## src/rtl/fifo_ctrl.sv

```systemverilog
// fifo_ctrl: synchronous FIFO controller driving the sys side of a
// dual-port RAM with one-cycle read latency. It owns the read/write
// pointers, the occupancy count and the full/empty flags.
// Optional feature macro: FIFO_ALMOST_FLAGS_EN adds the almost_full and
// almost_empty outputs and checks the two threshold parameters.

interface dp_ram_if #(
  parameter int DATA_WIDTH = 8,
  parameter int RAM_DEPTH  = 8
);
  logic                         wr_en;
  logic [$clog2(RAM_DEPTH)-1:0] wr_addr;
  logic [DATA_WIDTH-1:0]        data_in;
  logic                         rd_en;
  logic [$clog2(RAM_DEPTH)-1:0] rd_addr;
  logic [DATA_WIDTH-1:0]        data_out;

  modport sys (
    output wr_en, wr_addr, data_in, rd_en, rd_addr,
    input  data_out
  );

  modport mem (
    input  wr_en, wr_addr, data_in, rd_en, rd_addr,
    output data_out
  );
endinterface

module fifo_ctrl #(
  parameter int DATA_WIDTH          = 8,
  parameter int FIFO_DEPTH          = 8,
  parameter int ALMOST_FULL_THRESH  = FIFO_DEPTH - 2,
  parameter int ALMOST_EMPTY_THRESH = 2
) (
  input  logic                          clk,
  input  logic                          rst,
  input  logic                          wr_req,
  input  logic [DATA_WIDTH-1:0]         wr_data,
  output logic                          full,
  input  logic                          rd_req,
  output logic [DATA_WIDTH-1:0]         rd_data,
  output logic                          rd_valid,
  output logic                          empty,
  output logic [$clog2(FIFO_DEPTH):0]   count,
`ifdef FIFO_ALMOST_FLAGS_EN
  output logic                          almost_full,
  output logic                          almost_empty,
`endif
  dp_ram_if.sys                         ram
);

  localparam int AW = $clog2(FIFO_DEPTH);
  localparam int PW = AW + 1;

  // The pointer MSB is a wrap bit, so full and empty differ only in it.
  if (FIFO_DEPTH < 2 || (1 << AW) != FIFO_DEPTH) begin : g_depth_chk
    $error("fifo_ctrl: FIFO_DEPTH must be a power of two and at least 2");
  end

  logic [PW-1:0] wr_ptr;
  logic [PW-1:0] rd_ptr;
  logic [PW-1:0] count_q;
  logic          wr_acc;
  logic          rd_acc;
  logic          vld_p1;

  // Flags come only from registered pointers, never from the requests.
  assign empty = (wr_ptr == rd_ptr);
  assign full  = (wr_ptr[AW-1:0] == rd_ptr[AW-1:0]) && (wr_ptr[AW] != rd_ptr[AW]);
  assign count = count_q;

  // Requests are gated by reset so the RAM sees no enables while rst is high.
  assign wr_acc = wr_req & ~full  & ~rst;
  assign rd_acc = rd_req & ~empty & ~rst;

  // RAM drive is purely combinational from the accepts and pointers.
  assign ram.wr_en   = wr_acc;
  assign ram.wr_addr = wr_ptr[AW-1:0];
  assign ram.data_in = wr_data;
  assign ram.rd_en   = rd_acc;
  assign ram.rd_addr = rd_ptr[AW-1:0];

  // ---- stage p0 -> p1: RAM read latency, data returns one cycle later ----
  assign rd_data  = ram.data_out;
  assign rd_valid = vld_p1;

  // Advance each pointer on its own accept; natural overflow wraps at 2*DEPTH.
  always_ff @(posedge clk or posedge rst) begin
    if (rst) begin
      wr_ptr <= '0;
      rd_ptr <= '0;
    end else begin
      if (wr_acc) wr_ptr <= wr_ptr + 1'b1;
      if (rd_acc) rd_ptr <= rd_ptr + 1'b1;
    end
  end

  // Occupancy moves only when exactly one side is accepted.
  always_ff @(posedge clk or posedge rst) begin
    if (rst) begin
      count_q <= '0;
    end else begin
      case ({wr_acc, rd_acc})
        2'b10:   count_q <= count_q + 1'b1;
        2'b01:   count_q <= count_q - 1'b1;
        default: count_q <= count_q;
      endcase
    end
  end

  // Read-valid tracks the RAM latency; reset drops any read in flight.
  always_ff @(posedge clk or posedge rst) begin
    if (rst) vld_p1 <= 1'b0;
    else     vld_p1 <= rd_acc;
  end

`ifdef FIFO_ALMOST_FLAGS_EN
  localparam logic [PW-1:0] AF_LVL = PW'(ALMOST_FULL_THRESH);
  localparam logic [PW-1:0] AE_LVL = PW'(ALMOST_EMPTY_THRESH);

  if (!(ALMOST_EMPTY_THRESH >= 0 && ALMOST_EMPTY_THRESH < ALMOST_FULL_THRESH &&
        ALMOST_FULL_THRESH <= FIFO_DEPTH)) begin : g_thresh_chk
    $error("fifo_ctrl: need 0 <= ALMOST_EMPTY_THRESH < ALMOST_FULL_THRESH <= FIFO_DEPTH");
  end

  // Watermarks are decoded from the registered count.
  assign almost_full  = (count_q >= AF_LVL);
  assign almost_empty = (count_q <= AE_LVL);
`endif

endmodule
```

## src/flat_wrapper.sv

```systemverilog
// flat-port wrapper written by rule: the top's interface ports become plain ports
module fifo_ctrl_flat 
#(
  parameter int DATA_WIDTH          = 8,
  parameter int FIFO_DEPTH          = 8,
  parameter int ALMOST_FULL_THRESH  = FIFO_DEPTH - 2,
  parameter int ALMOST_EMPTY_THRESH = 2
)
  (clk, rst, wr_req, wr_data, full, rd_req, rd_data, rd_valid, empty, count, ram_wr_en, ram_wr_addr, ram_data_in, ram_rd_en, ram_rd_addr, ram_data_out);
  dp_ram_if #(.DATA_WIDTH(DATA_WIDTH)) ram_i ();
  input  logic clk;
  input  logic rst;
  input  logic wr_req;
  input  logic [DATA_WIDTH-1:0] wr_data;
  output logic full;
  input  logic rd_req;
  output logic [DATA_WIDTH-1:0] rd_data;
  output logic rd_valid;
  output logic empty;
  output logic [$clog2(FIFO_DEPTH):0] count;
  output wire logic [$bits(ram_i.wr_en)-1:0] ram_wr_en;
  output wire logic [$bits(ram_i.wr_addr)-1:0] ram_wr_addr;
  output wire logic [$bits(ram_i.data_in)-1:0] ram_data_in;
  output wire logic [$bits(ram_i.rd_en)-1:0] ram_rd_en;
  output wire logic [$bits(ram_i.rd_addr)-1:0] ram_rd_addr;
  input wire logic [$bits(ram_i.data_out)-1:0] ram_data_out;
  assign ram_wr_en = ram_i.wr_en;
  assign ram_wr_addr = ram_i.wr_addr;
  assign ram_data_in = ram_i.data_in;
  assign ram_rd_en = ram_i.rd_en;
  assign ram_rd_addr = ram_i.rd_addr;
  assign ram_i.data_out = ram_data_out;
  fifo_ctrl #(.DATA_WIDTH(DATA_WIDTH), .FIFO_DEPTH(FIFO_DEPTH), .ALMOST_FULL_THRESH(ALMOST_FULL_THRESH), .ALMOST_EMPTY_THRESH(ALMOST_EMPTY_THRESH)) u_core (.clk(clk), .rst(rst), .wr_req(wr_req), .wr_data(wr_data), .full(full), .rd_req(rd_req), .rd_data(rd_data), .rd_valid(rd_valid), .empty(empty), .count(count), .ram(ram_i));
endmodule
```

## config.mk

```make
export PLATFORM = sky130hd
export DESIGN_NAME = fifo_ctrl_flat
export DESIGN_NICKNAME = d
export VERILOG_FILES = /design/src/rtl/fifo_ctrl.sv /design/src/flat_wrapper.sv
export SDC_FILE = /design/constraint.sdc
export NUM_CORES = 1
export LEC_CHECK = 0
export ABC_AREA = 1
export CAP_MARGIN = 20
export CORE_MARGIN = 10
export CORE_UTILIZATION = 40
export DETAILED_ROUTE_END_ITERATION = 10
export GPL_TIMING_DRIVEN = 0
export PLACE_DENSITY = 0.88
export REMOVE_ABC_BUFFERS = 1
export SLEW_MARGIN = 20
export SYNTH_ARGS = -nofsm -noshare
export SYNTH_HDL_FRONTEND = slang
export SYNTH_SLANG_ARGS = --single-unit
```

## constraint.sdc

```tcl
create_clock -name clk -period 2.7 [get_ports clk]
set_input_delay 0.675 -clock clk [delete_from_list [all_inputs] [get_ports clk]]
set_output_delay 0.675 -clock clk [all_outputs]
set_load 0.005 [all_outputs]
```

==> results.sh <==
export IMPL_status="complete, no violations"
export IMPL_clock_latency_ps=290
export IMPL_first_pass_iters=4
export IMPL_drtIter0Drc=49
export IMPL_hold_viol=0
export IMPL_startpoint_type="flip-flop"
export IMPL_drcViolationCount=0
export IMPL_period_share_pct=95.38
export IMPL_skew_ps=6.312
export IMPL_ys_async_sr_fraction_pct=100.0
export IMPL_crit_path_end_kind="output pin"
export IMPL_place_ws_ps=-575.2
export IMPL_cellPowerDensity_nw_per_um2=1068
export IMPL_yosysWarnings=0
export IMPL_wire_per_inst_um=14.89
export IMPL_slew_headroom_pct=64.23
export IMPL_crit_arrival_ps=1900
export IMPL_period_needed_ps=2575
export IMPL_crit_path_max_fanout=6
export IMPL_antenna_cells=0
export IMPL_maxSlewViolCount=0
export IMPL_dp_cells=153
export IMPL_p_leak_nw=0.5866
export IMPL_cts_inserted_buffers=3
export IMPL_antenna_found_initial=0
export IMPL_initial_core_util_pct=42.12
export IMPL_synth_ff_type="dfrtp_1"
export IMPL_syn_avg_cell_area_um2=8.152
export IMPL_stdcell_count=160
export IMPL_dpl_hpwl_um=1753
export IMPL_fp_coreArea_um2=2477
export IMPL_syn_inst=128
export IMPL_postRouteAntennaNets=0
export IMPL_grt_max_degree=12
export IMPL_reg2reg_slack_ps=390
export IMPL_drv_cap=0
export IMPL_die_w_um=71.08
export IMPL_timing_fmax_mhz=388.3
export IMPL_rsz0062_at_grt="no"
export IMPL_setup_slack_ps=124.6
export IMPL_synth_area_um2=1044
export IMPL_grt_pass1_wl_um=4146
export IMPL_cts_htree_levels=1
export IMPL_fp_row_count=18
export IMPL_die_area_um2=5052
export IMPL_vdd_drop_max_v=0.0004318
export IMPL_postCtsHoldBufs=0
export IMPL_clk_path_buf_depth=2
export IMPL_grt_pass1_vias=830
export IMPL_io_pins=51
export IMPL_fp_dieH_um=71.08
export IMPL_vias=806
export IMPL_layout_drive_gt1_share_pct=15.38
export IMPL_synth_edff_count=0
export IMPL_grt_use_total_pct=9.868
export IMPL_finalHoldWorstSlack_ps=502.0
export IMPL_criticalPathCategory="reg -> out"
export IMPL_worst_slew_pin_transition_ps=533.7
export IMPL_cts_tree="done"
export IMPL_clockRootBuffer="clkbuf_4"
export IMPL_gp_congestion=0.7227
export IMPL_worst_ep_required_time_ps=2030
export IMPL_viasPerCell=5.038
export IMPL_ys_seq_area_share_pct=31.18
export IMPL_ys_ff_latch=13
export IMPL_final_common_cell="nand2_1"
export IMPL_ys_types=23
export IMPL_overflow=0
export IMPL_cts_sinks=13
export IMPL_io_buffers=18
export IMPL_setup_viol=0
export IMPL_final_cell_mix="nand2_1 (37), inv_1 (15), clkdlybuf4s50_1 (15), nand4_1 (8), dfrtp_1 (8)"
export IMPL_synthToLayoutAreaGrowth_pct=9.832
export IMPL_wirelength_um=2383
export IMPL_cts_clk_slew_worst_paths_ps=80
export IMPL_holdCritPathClass="reg -> reg"
export IMPL_nets=157
cell families (layout without fill, tap and decap cells):
group                      count (synthesis)  after routing  synth area share (%)
buffers and inverters                     41             43                 23.38
AOI/OAI and AO/OA                          4              4                 3.238
xor gates and xnor gates                   7              7                 5.875
and+or+nand+nor                           57             57                 28.42
DFF                                       13             13                 31.17
adders and majority gates                  6              6                 7.914
worst max-delay path: stages (launching register included):
cell and delay, ps:
dfrtp_2 460, inv_1 70, nand2_1 40, nand2_1 130, clkinv_1 120, nand4_4 120, nand3_4 120, inv_2 60
clkdlybuf4s50_1 490
power breakdown:
part,switching (W),internal (W),total (W)
Clock,0.0000734,0.0000575,0.000131
Combinational,0.000359,0.000343,0.000702
Sequential,0.000106,0.000285,0.000391
registers in the layout, summed over array words and instances, names as in the netlist:
| name | flops |
|---|---|
| u_core.count | 4 |
| u_core.wr_ptr | 4 |
| u_core.rd_valid | 1 |
| u_core.rd_ptr | 4 |
path summary, 6_finish.rpt:
kind,start,to,cells past startpoint
worst min-delay path,u_core.rd_ptr[3],u_core.rd_ptr[3],2
worst min register to register,u_core.rd_ptr[3],u_core.rd_ptr[3],2
worst max register to register,u_core.rd_ptr[0],u_core.count[3],14
worst max-delay path,u_core.rd_ptr[1],ram_wr_en,8
max in group asynchronous,rst,u_core.rd_ptr[2],2
min in group asynchronous,rst,u_core.count[1],2
cells in the mapped netlist (all sizes together) (2+ instances only):
master / count / area, um2
nand4: 9 / 71.32
inv: 17 / 63.81
xor2: 6 / 52.55
nand2: 39 / 156.4
dfrtp: 13 / 325.3
nor2: 4 / 17.52
buf: 23 / 176.4
o21ai: 2 / 10.01
nand3: 4 / 45.04
ha: 5 / 62.56
layer usage:
metal | GRT usage (%) | up-vias | share of wire, %
li1 | - | 378 | -
met1 | 11.15 | 389 | 42
met2 | 14.74 | 36 | 48
met3 | 5.579 | 3 | 8.9
met4 | 4.516 | 0 | 1.0
met5 | 0 | - | 0
stage by stage:
step / cell area (um2) / total power [W] / TNS (ps) / utilization, %
2_1_floorplan: 867.1 / 0.0007945 / 0 / -
3_3_place_gp: 1085 / 0.001039 / -2084 / 43.79
3_5_place_dp: 1085 / 0.001082 / -2434 / 43.79
4_1_cts: 1132 / 0.001217 / 0 / 45.71
5_1_grt: 1146 / 0.001340 / 0 / 46.26
6_report: 1146 / 0.001224 / 0 / 46.26
area by class of cell:
class | instances | area (um2)
fillers | 241 | 1331
multi-input cells | 74 | 479.2
flip-flops and latches | 13 | 331.6
repair buffers | 20 | 195.2
inverters | 18 | 71.32
well taps | 30 | 37.54
clock buffers | 4 | 26.28
repair inverters | 1 | 5.005
timing repair:
item / 4_1_cts / 5_1_grt
gates cloned: 1 / 0
endpoints found under the setup margin: 5 / 2
gates resized for setup: 3 / 7
setup buffers: 2 / 0
No activity file was read; power rests on OpenSTA's default activity.
